--- src/rtl/cpu_controller.sv ---
// cpu_controller: instruction register, decoder and Moore control FSM for the
// lab CPU datapath. A 16-bit instruction is latched while idle. On a start
// strobe the FSM steps the datapath through register read, ALU evaluation and
// write-back. Every control output depends only on the state and the latched
// instruction.
module cpu_controller (
  input  logic        clk,
  input  logic        rst_n,
  input  logic [15:0] in,
  input  logic        load,
  input  logic        s,
  output logic        w,
  output logic        illegal,
  output logic [2:0]  readnum,
  output logic [2:0]  writenum,
  output logic        write,
  output logic [1:0]  vsel,
  output logic        loada,
  output logic        loadb,
  output logic        asel,
  output logic        bsel,
  output logic [1:0]  ALUop,
  output logic [1:0]  shift,
  output logic        loadc,
  output logic        loads,
  output logic [15:0] sximm8,
  output logic [15:0] sximm5
);

  localparam logic [2:0] S_WAIT      = 3'd0;
  localparam logic [2:0] S_DECODE    = 3'd1;
  localparam logic [2:0] S_GET_A     = 3'd2;
  localparam logic [2:0] S_GET_B     = 3'd3;
  localparam logic [2:0] S_ALU       = 3'd4;
  localparam logic [2:0] S_WRITE_REG = 3'd5;
  localparam logic [2:0] S_WRITE_IMM = 3'd6;

  logic [2:0]  state_q, state_d;
  logic [15:0] ir_q, ir_d;

  // Instruction fields
  logic [2:0] opcode, rn, rd, rm;
  logic [1:0] op, sh;

  assign opcode = ir_q[15:13];
  assign op     = ir_q[12:11];
  assign rn     = ir_q[10:8];
  assign rd     = ir_q[7:5];
  assign sh     = ir_q[4:3];
  assign rm     = ir_q[2:0];

  assign sximm8 = {{8{ir_q[7]}}, ir_q[7:0]};
  assign sximm5 = {{11{ir_q[4]}}, ir_q[4:0]};

  // Instruction class decode
  logic is_mov_imm, is_mov_reg, is_alu_op, is_cmp, needs_a, is_legal;

  assign is_mov_imm = (opcode == 3'b110) && (op == 2'b10);
  assign is_mov_reg = (opcode == 3'b110) && (op == 2'b00);
  assign is_alu_op  = (opcode == 3'b101);
  assign is_cmp     = is_alu_op && (op == 2'b01);
  // ADD, CMP and AND read Rn into A; MVN only needs B
  assign needs_a    = is_alu_op && (op != 2'b11);
  assign is_legal   = is_mov_imm || is_mov_reg || is_alu_op;

  // IR only accepts a new word while idle, so it is stable across an instruction
  always_comb begin
    ir_d = ir_q;
    if (load && (state_q == S_WAIT)) begin
      ir_d = in;
    end
  end

  // Next-state sequencing
  always_comb begin
    state_d = state_q;
    case (state_q)
      S_WAIT:      if (s) state_d = S_DECODE;
      S_DECODE: begin
        if (!is_legal)       state_d = S_WAIT;
        else if (is_mov_imm) state_d = S_WRITE_IMM;
        else if (needs_a)    state_d = S_GET_A;
        else                 state_d = S_GET_B;
      end
      S_GET_A:     state_d = S_GET_B;
      S_GET_B:     state_d = S_ALU;
      S_ALU:       state_d = is_cmp ? S_WAIT : S_WRITE_REG;
      S_WRITE_REG: state_d = S_WAIT;
      S_WRITE_IMM: state_d = S_WAIT;
      default:     state_d = S_WAIT;
    endcase
  end

  // State and IR registers, cleared asynchronously so no write can complete after reset
  always_ff @(posedge clk or negedge rst_n) begin
    if (!rst_n) begin
      state_q <= S_WAIT;
      ir_q    <= 16'h0000;
    end else begin
      state_q <= state_d;
      ir_q    <= ir_d;
    end
  end

  // Moore control outputs decoded from state and IR
  always_comb begin
    w        = 1'b0;
    illegal  = 1'b0;
    readnum  = 3'b000;
    writenum = 3'b000;
    write    = 1'b0;
    vsel     = 2'b00;
    loada    = 1'b0;
    loadb    = 1'b0;
    asel     = 1'b0;
    bsel     = 1'b0;
    ALUop    = 2'b00;
    shift    = 2'b00;
    loadc    = 1'b0;
    loads    = 1'b0;
    case (state_q)
      S_WAIT:   w = 1'b1;
      S_DECODE: illegal = !is_legal;
      S_GET_A: begin
        readnum = rn;
        loada   = 1'b1;
      end
      S_GET_B: begin
        readnum = rm;
        loadb   = 1'b1;
      end
      S_ALU: begin
        shift = sh;
        bsel  = 1'b0;
        // MOV reg passes B through the adder with A forced to zero
        if (is_mov_reg) begin
          asel  = 1'b1;
          ALUop = 2'b00;
        end else begin
          asel  = 1'b0;
          ALUop = op;
        end
        if (is_cmp) loads = 1'b1;
        else        loadc = 1'b1;
      end
      S_WRITE_REG: begin
        writenum = rd;
        vsel     = 2'b11;
        write    = 1'b1;
      end
      S_WRITE_IMM: begin
        writenum = rn;
        vsel     = 2'b01;
        write    = 1'b1;
      end
      default: ;
    endcase
  end

endmodule

--- config.mk ---
export PLATFORM = sky130hd
export DESIGN_NAME = cpu_controller
export DESIGN_NICKNAME = d
export VERILOG_FILES = /design/src/rtl/cpu_controller.sv
export SDC_FILE = /design/constraint.sdc
export NUM_CORES = 1
export LEC_CHECK = 0
export CAP_MARGIN = 20
export CORE_ASPECT_RATIO = 1.2
export CORE_MARGIN = 1
export CORE_UTILIZATION = 38
export CTS_CLUSTER_DIAMETER = 30
export DETAILED_ROUTE_END_ITERATION = 6
export GPL_TIMING_DRIVEN = 0
export PLACE_DENSITY = 0.82
export SETUP_SLACK_MARGIN = 0.3
export SLEW_MARGIN = 15
export SYNTH_ARGS = -nofsm -noshare
export SYNTH_HDL_FRONTEND = slang
export SYNTH_SLANG_ARGS = --single-unit
--- constraint.sdc ---
create_clock -name clk -period 1.7 [get_ports clk]
set_input_delay 0.34 -clock clk [delete_from_list [all_inputs] [get_ports clk]]
set_output_delay 0.34 -clock clk [all_outputs]
set_load 0.05 [all_outputs]
==> results of run 1 <==
==> repair_timing <==
action / CTS
gates resized for setup: 454
endpoints found under the hold margin: 0
pin swaps: 9
gates cloned: 1
endpoints found under the setup margin: 64
buffers inserted: 28
hold buffers: 0
==> cell families after synthesis <==
kind of cell,count (synthesis),synth area share [%]
buffers and inverters,40,23.0
other,1,0.294
muxes,16,17.1
and+or+nand+nor,27,14.1
DFF,19,37.3
AOI/OAI and AO/OA,15,8.24
==> through the flow <==
| stage | utilization (%) | hold slack [ns] |
|---|---|---|
| 3_3_place_gp | 68.3 | 0.547 |
| 4_1_cts | 89.6 | 0.534 |
| 2_1_floorplan | - | 0.0444 |
| 3_5_place_dp | 68.3 | 0.546 |
==> summary.md, run 1 <==
| Metric | Value |
|---|---|
| EDFF count, synth | `0` |
| Netlist cell types | `28` |
| CTS root buf | `clkbuf_4` |
| Die Y | `65.5 um` |
| Net Count, Synth | `138` |
| Synth Instances | `118` |
| Worst endpoint from the post-global-route timing repair | `asel` |
| Top cells by count, synth | `34 x buf_4, 19 x dfrtp_1, 10 x mux2_4, 6 x mux2_2, 6 x nor2b_1` |
| Yosys top cell area share | `37.3%` |
| FF+latch count, synth | `19` |
| Clock sink total | `19` |
| Die Width | `54.9 um` |
| Mean Syn Cell Area | `10.8 sq um` |
| Top-count cell post-synth | `buf_4` |
| Post-synth top area cell | `dfrtp_1` |
| Initial antenna violation count | `0` |
| Halt Stage | `5_1_grt` |
| Port bufs | `71` |
| DP HPWL | `2330 um` |
| Starting density of the core | `40.6%` |
| Async S/R FF share, synth | `100%` |
| Register area share after synthesis | `37.3%` |
| Error msg | `[ERROR DPL-0033] detailed placement checks failed during check placement.` |
| Main synth FF type | `dfrtp_1` |
| Io pins | `73` |
| Largest net degree at the start of global routing | `20` |
| Mapped cell area | `1270 sq um` |
| Final GP Congestion | `0.756` |
| Setup WS pre-CTS | `-0.838 ns` |
| Rows | `22` |
| CTS max path bufs | `2` |
| Cts bufs inserted | `3` |
| Status | `stopped before the end` |
| Worst EP Category | `primary output` |
| Post-placement cell area | `2140 sq um` |
| Largest cells by area after synthesis | `dfrtp_1 37%, buf_4 20%, mux2_4 12%` |
| H-Tree Depth | `1` |
| Synth warn | `0` |
| Inst Count DP | `225` |
==> run 2, diff against run 1 <==
--- a/config.mk
+++ b/config.mk
@@ -6,14 +6,11 @@
 export NUM_CORES = 1
 export LEC_CHECK = 0
 export CAP_MARGIN = 20
-export CORE_ASPECT_RATIO = 1.2
 export CORE_MARGIN = 1
-export CORE_UTILIZATION = 38
-export CTS_CLUSTER_DIAMETER = 30
+export CORE_UTILIZATION = 30
 export DETAILED_ROUTE_END_ITERATION = 6
 export GPL_TIMING_DRIVEN = 0
-export PLACE_DENSITY = 0.82
-export SETUP_SLACK_MARGIN = 0.3
+export PLACE_DENSITY_LB_ADDON = 0.15
 export SLEW_MARGIN = 15
 export SYNTH_ARGS = -nofsm -noshare
 export SYNTH_HDL_FRONTEND = slang
==> run 2 against run 1 <==
  * Synthesized area unchanged
  * Synthesized cell count unchanged
  * The flow now finishes, with violations (setup timing)
==> summary.md, run 2 <==
| Metric | Value |
|---|---|
| Crit Path Max Fanout | `6` |
| Synth Instances | `118 (unchanged)` |
| Final setup vio count | `17` |
| Initial DRC Count | `21` |
| Top Registers | `ir_q (16), state_q (3)` |
| Minimum clock period | `1.87 ns` |
| Max reg flops | `16` |
| Vias | `1149` |
| Top reg by flops | `ir_q` |
| Fraction of layout cells with a size suffix above 1 | `71.8%` |
| Worst min-delay path category | `in -> async` |
| Max-slew violations | `0` |
| Clock skew | `0.00320 ns` |
| Post-layout util | `63.4%` |
| Critical Path End Type | `output pin` |
| Post-DRT Antenna Nets | `0` |
| Crit path arrival time | `1.53 ns` |
| Crit path buf inv count | `3` |
| Max Clk Rate | `0.535 GHz` |
| Slew HR | `41.8%` |
| Post-synthesis xor/xnor area fraction | `0% (unchanged)` |
| Tcrit/Tclk final | `110%` |
| Synth Area in Adders | `0% (unchanged)` |
| Total track usage | `15.4%` |
| CTS max path bufs | `2 (unchanged)` |
| Die Width | `67.2 um (+22%)` |
| Largest cells by area after synthesis | `dfrtp_1 37%, buf_4 20%, mux2_4 12%` |
| Register area share after synthesis | `37.3% (unchanged)` |
| GR Overflow Total | `0` |
| FF+latch count, synth | `19 (unchanged)` |
| # hold bufs at CTS | `0 (unchanged)` |
| FILL cells | `343` |
| Worst R2R Start | `state_q[1]` |
| Register area | `480 sq um` |
| Unrepaired setup endpoints after global routing | `yes` |
| Largest family of logic cells by synthesized area | `buffers and inverters` |
| Clock slew at reported path FFs | `0.07 ns` |
| Most frequent cells in the layout | `49 x buf_4, 22 x clkdlybuf4s15_2, 19 x clkdlybuf4s50_1` |
| Layout area overhead | `100%` |
| Post-synth top area cell | `dfrtp_1` |
| Max cap viols | `0` |
| Die Y | `67.2 um (+2.7%)` |
| Final instance area | `2550 sq um` |
| First-pass GRT wire length | `5150 um` |
| CTS tree | `done` |
| Via density | `4.37` |
| Compound-gate portion of the synthesized area | `8.24% (unchanged)` |
| RR Endpoint | `ir_q[0]` |
| Setup WS post-layout | `-0.169 ns` |
| TritonRoute pass-1 iters | `4` |
| Yosys top cell area share | `37.3% (unchanged)` |
| Die ar. | `4510 sq um` |
| Cts bufs inserted | `3 (unchanged)` |
| Least-Margin Pin Slew | `0.870 ns` |
| Final WL | `3410 um` |
| Slowest library cell on the worst path | `dfrtp_1` |
| Io pins | `73 (unchanged)` |
| EDFF count, synth | `0 (unchanged)` |
| CP cell instances | `buf_8, buf_4, nor2b_4, a22oi_2, nor2b_2, buf_6` |
| CP peak stage delay | `0.41 ns` |
| Mux share of post-synthesis cell area | `17.1% (unchanged)` |
| Area of the multi-input gates | `663 sq um` |
| Initial antenna violation count | `0` |
| DP HPWL | `2390 um (+2.9%)` |
| Async S/R FF share, synth | `100% (unchanged)` |
| Top-count cell post-synth | `buf_4` |
| Layout Nets | `234` |
| Mean Syn Cell Area | `10.8 sq um (unchanged)` |
| Largest net degree at the start of global routing | `20` |
| Clock latency on the worst-skew pair | `0.26 ns` |
| Post-placement cell area | `2130 sq um (-0.47%)` |
| Net Count, Synth | `138 (unchanged)` |
| H-Tree Depth | `1 (unchanged)` |
| Rows | `23 (+4.5%)` |
| Critical path's top delay family | `buffers and inverters` |
| Port bufs | `71 (unchanged)` |
| Netlist cell types | `28 (unchanged)` |
| CP Launch Type | `flop` |
| Setup TNS | `-2.22 ns` |
| Core box area | `4030 sq um` |
| Top cells by count, synth | `34 x buf_4, 19 x dfrtp_1, 10 x mux2_4, 6 x mux2_2, 6 x nor2b_1` |
| CTS root buf | `clkbuf_8` |
| Mapped cell area | `1270 sq um (unchanged)` |
| Starting density of the core | `31.6% (-9.0 points)` |
| Most common cell after layout, fill and taps aside | `buf_4` |
| Critical Path RT | `1.36 ns` |
| Final GP Congestion | `0.704 (-6.8%)` |
| Status | `finished with violations` |
| Drt drc | `0` |
| Antenna fix cells | `0` |
| Critical Path Start | `state_q[0]` |
| FF-to-FF path depth | `6` |
| Critical path start-end classification | `reg -> out` |
| Synth warn | `0 (unchanged)` |
| Number of global-route vias before repair | `1099` |
| Post-Synth Simple-Gate Area | `14.1% (unchanged)` |
| WL per Instance | `13.0 um` |
| Failing checks | `setup timing` |
| Final Hold Fails | `0` |
| Setup WS pre-CTS | `-0.818 ns (+0.0192 ns)` |
| Main synth FF type | `dfrtp_1` |
| Clock sink total | `19 (unchanged)` |
| R2R Setup Slk | `0.07 ns` |
==> run 2: cell counts after synthesis <==
Identical to the previous run, type by type.
==> run 2: cell families (layout without fill, tap and decap cells) <==
family          after synthesis  in the layout
compound gates               15             15
buf+inv                      40            135
other cells                   1              1
simple gates                 27             27
mux                          16             16
flops                        19             19
==> run 2: per-stage QoR <==
step / hold WS [ns] / instances
6_report: 0.571 / 263
2_1_floorplan: 0.0444 / 118
3_5_place_dp: 0.545 / 239
5_1_grt: 0.580 / 263
4_1_cts: 0.583 / 256
3_3_place_gp: 0.534 / 239
==> run 2: layout make-up <==
cell class	instances	share of cell area, %
Clock inverter	1	0.196
Timing Repair Buffer	92	38.5
Buffer	37	12.1
Clock buffer	3	1.62
Inverter	2	0.392
Tap cell	50	2.45
Multi-Input combinational cell	59	26.0
Sequential cell	19	18.8
==> run 2: worst max path at each step <==
| stage | endpoint | cells past startpoint |
|---|---|---|
| 2_1_floorplan | readnum[0] | 3 |
| 3_3_place_gp | loadc | 5 |
| 3_5_place_dp | loadc | 5 |
| 4_1_cts | shift[0] | 5 |
| 5_1_grt | writenum[1] | 6 |
| 6_report | writenum[0] | 6 |
==> run 2: what timing repair did <==
item                       4_1_cts  5_1_grt
pin swaps                        7        9
buffers inserted                13        7
setup endpoints to repair       52       30
gates cloned                     0        1
gates resized for setup        239       25
==> run 2: per-layer routing <==
| layer | routed length [um] | share of wire (%) | GRT usage (%) | up-vias |
|---|---|---|---|---|
| met3 | 240 | 7.0 | 4.05 | 4 |
| met2 | 1850 | 54 | 27.5 | 47 |
| met4 | 33 | 0.97 | 5.59 | 0 |
| li1 | - | - | - | 565 |
| met5 | 0 | 0 | 0 | - |
| met1 | 1290 | 38 | 17.3 | 533 |
Power of run 2 is not shown: default switching activity piles up to over one toggle a cycle in this logic, so the estimate is an artifact.
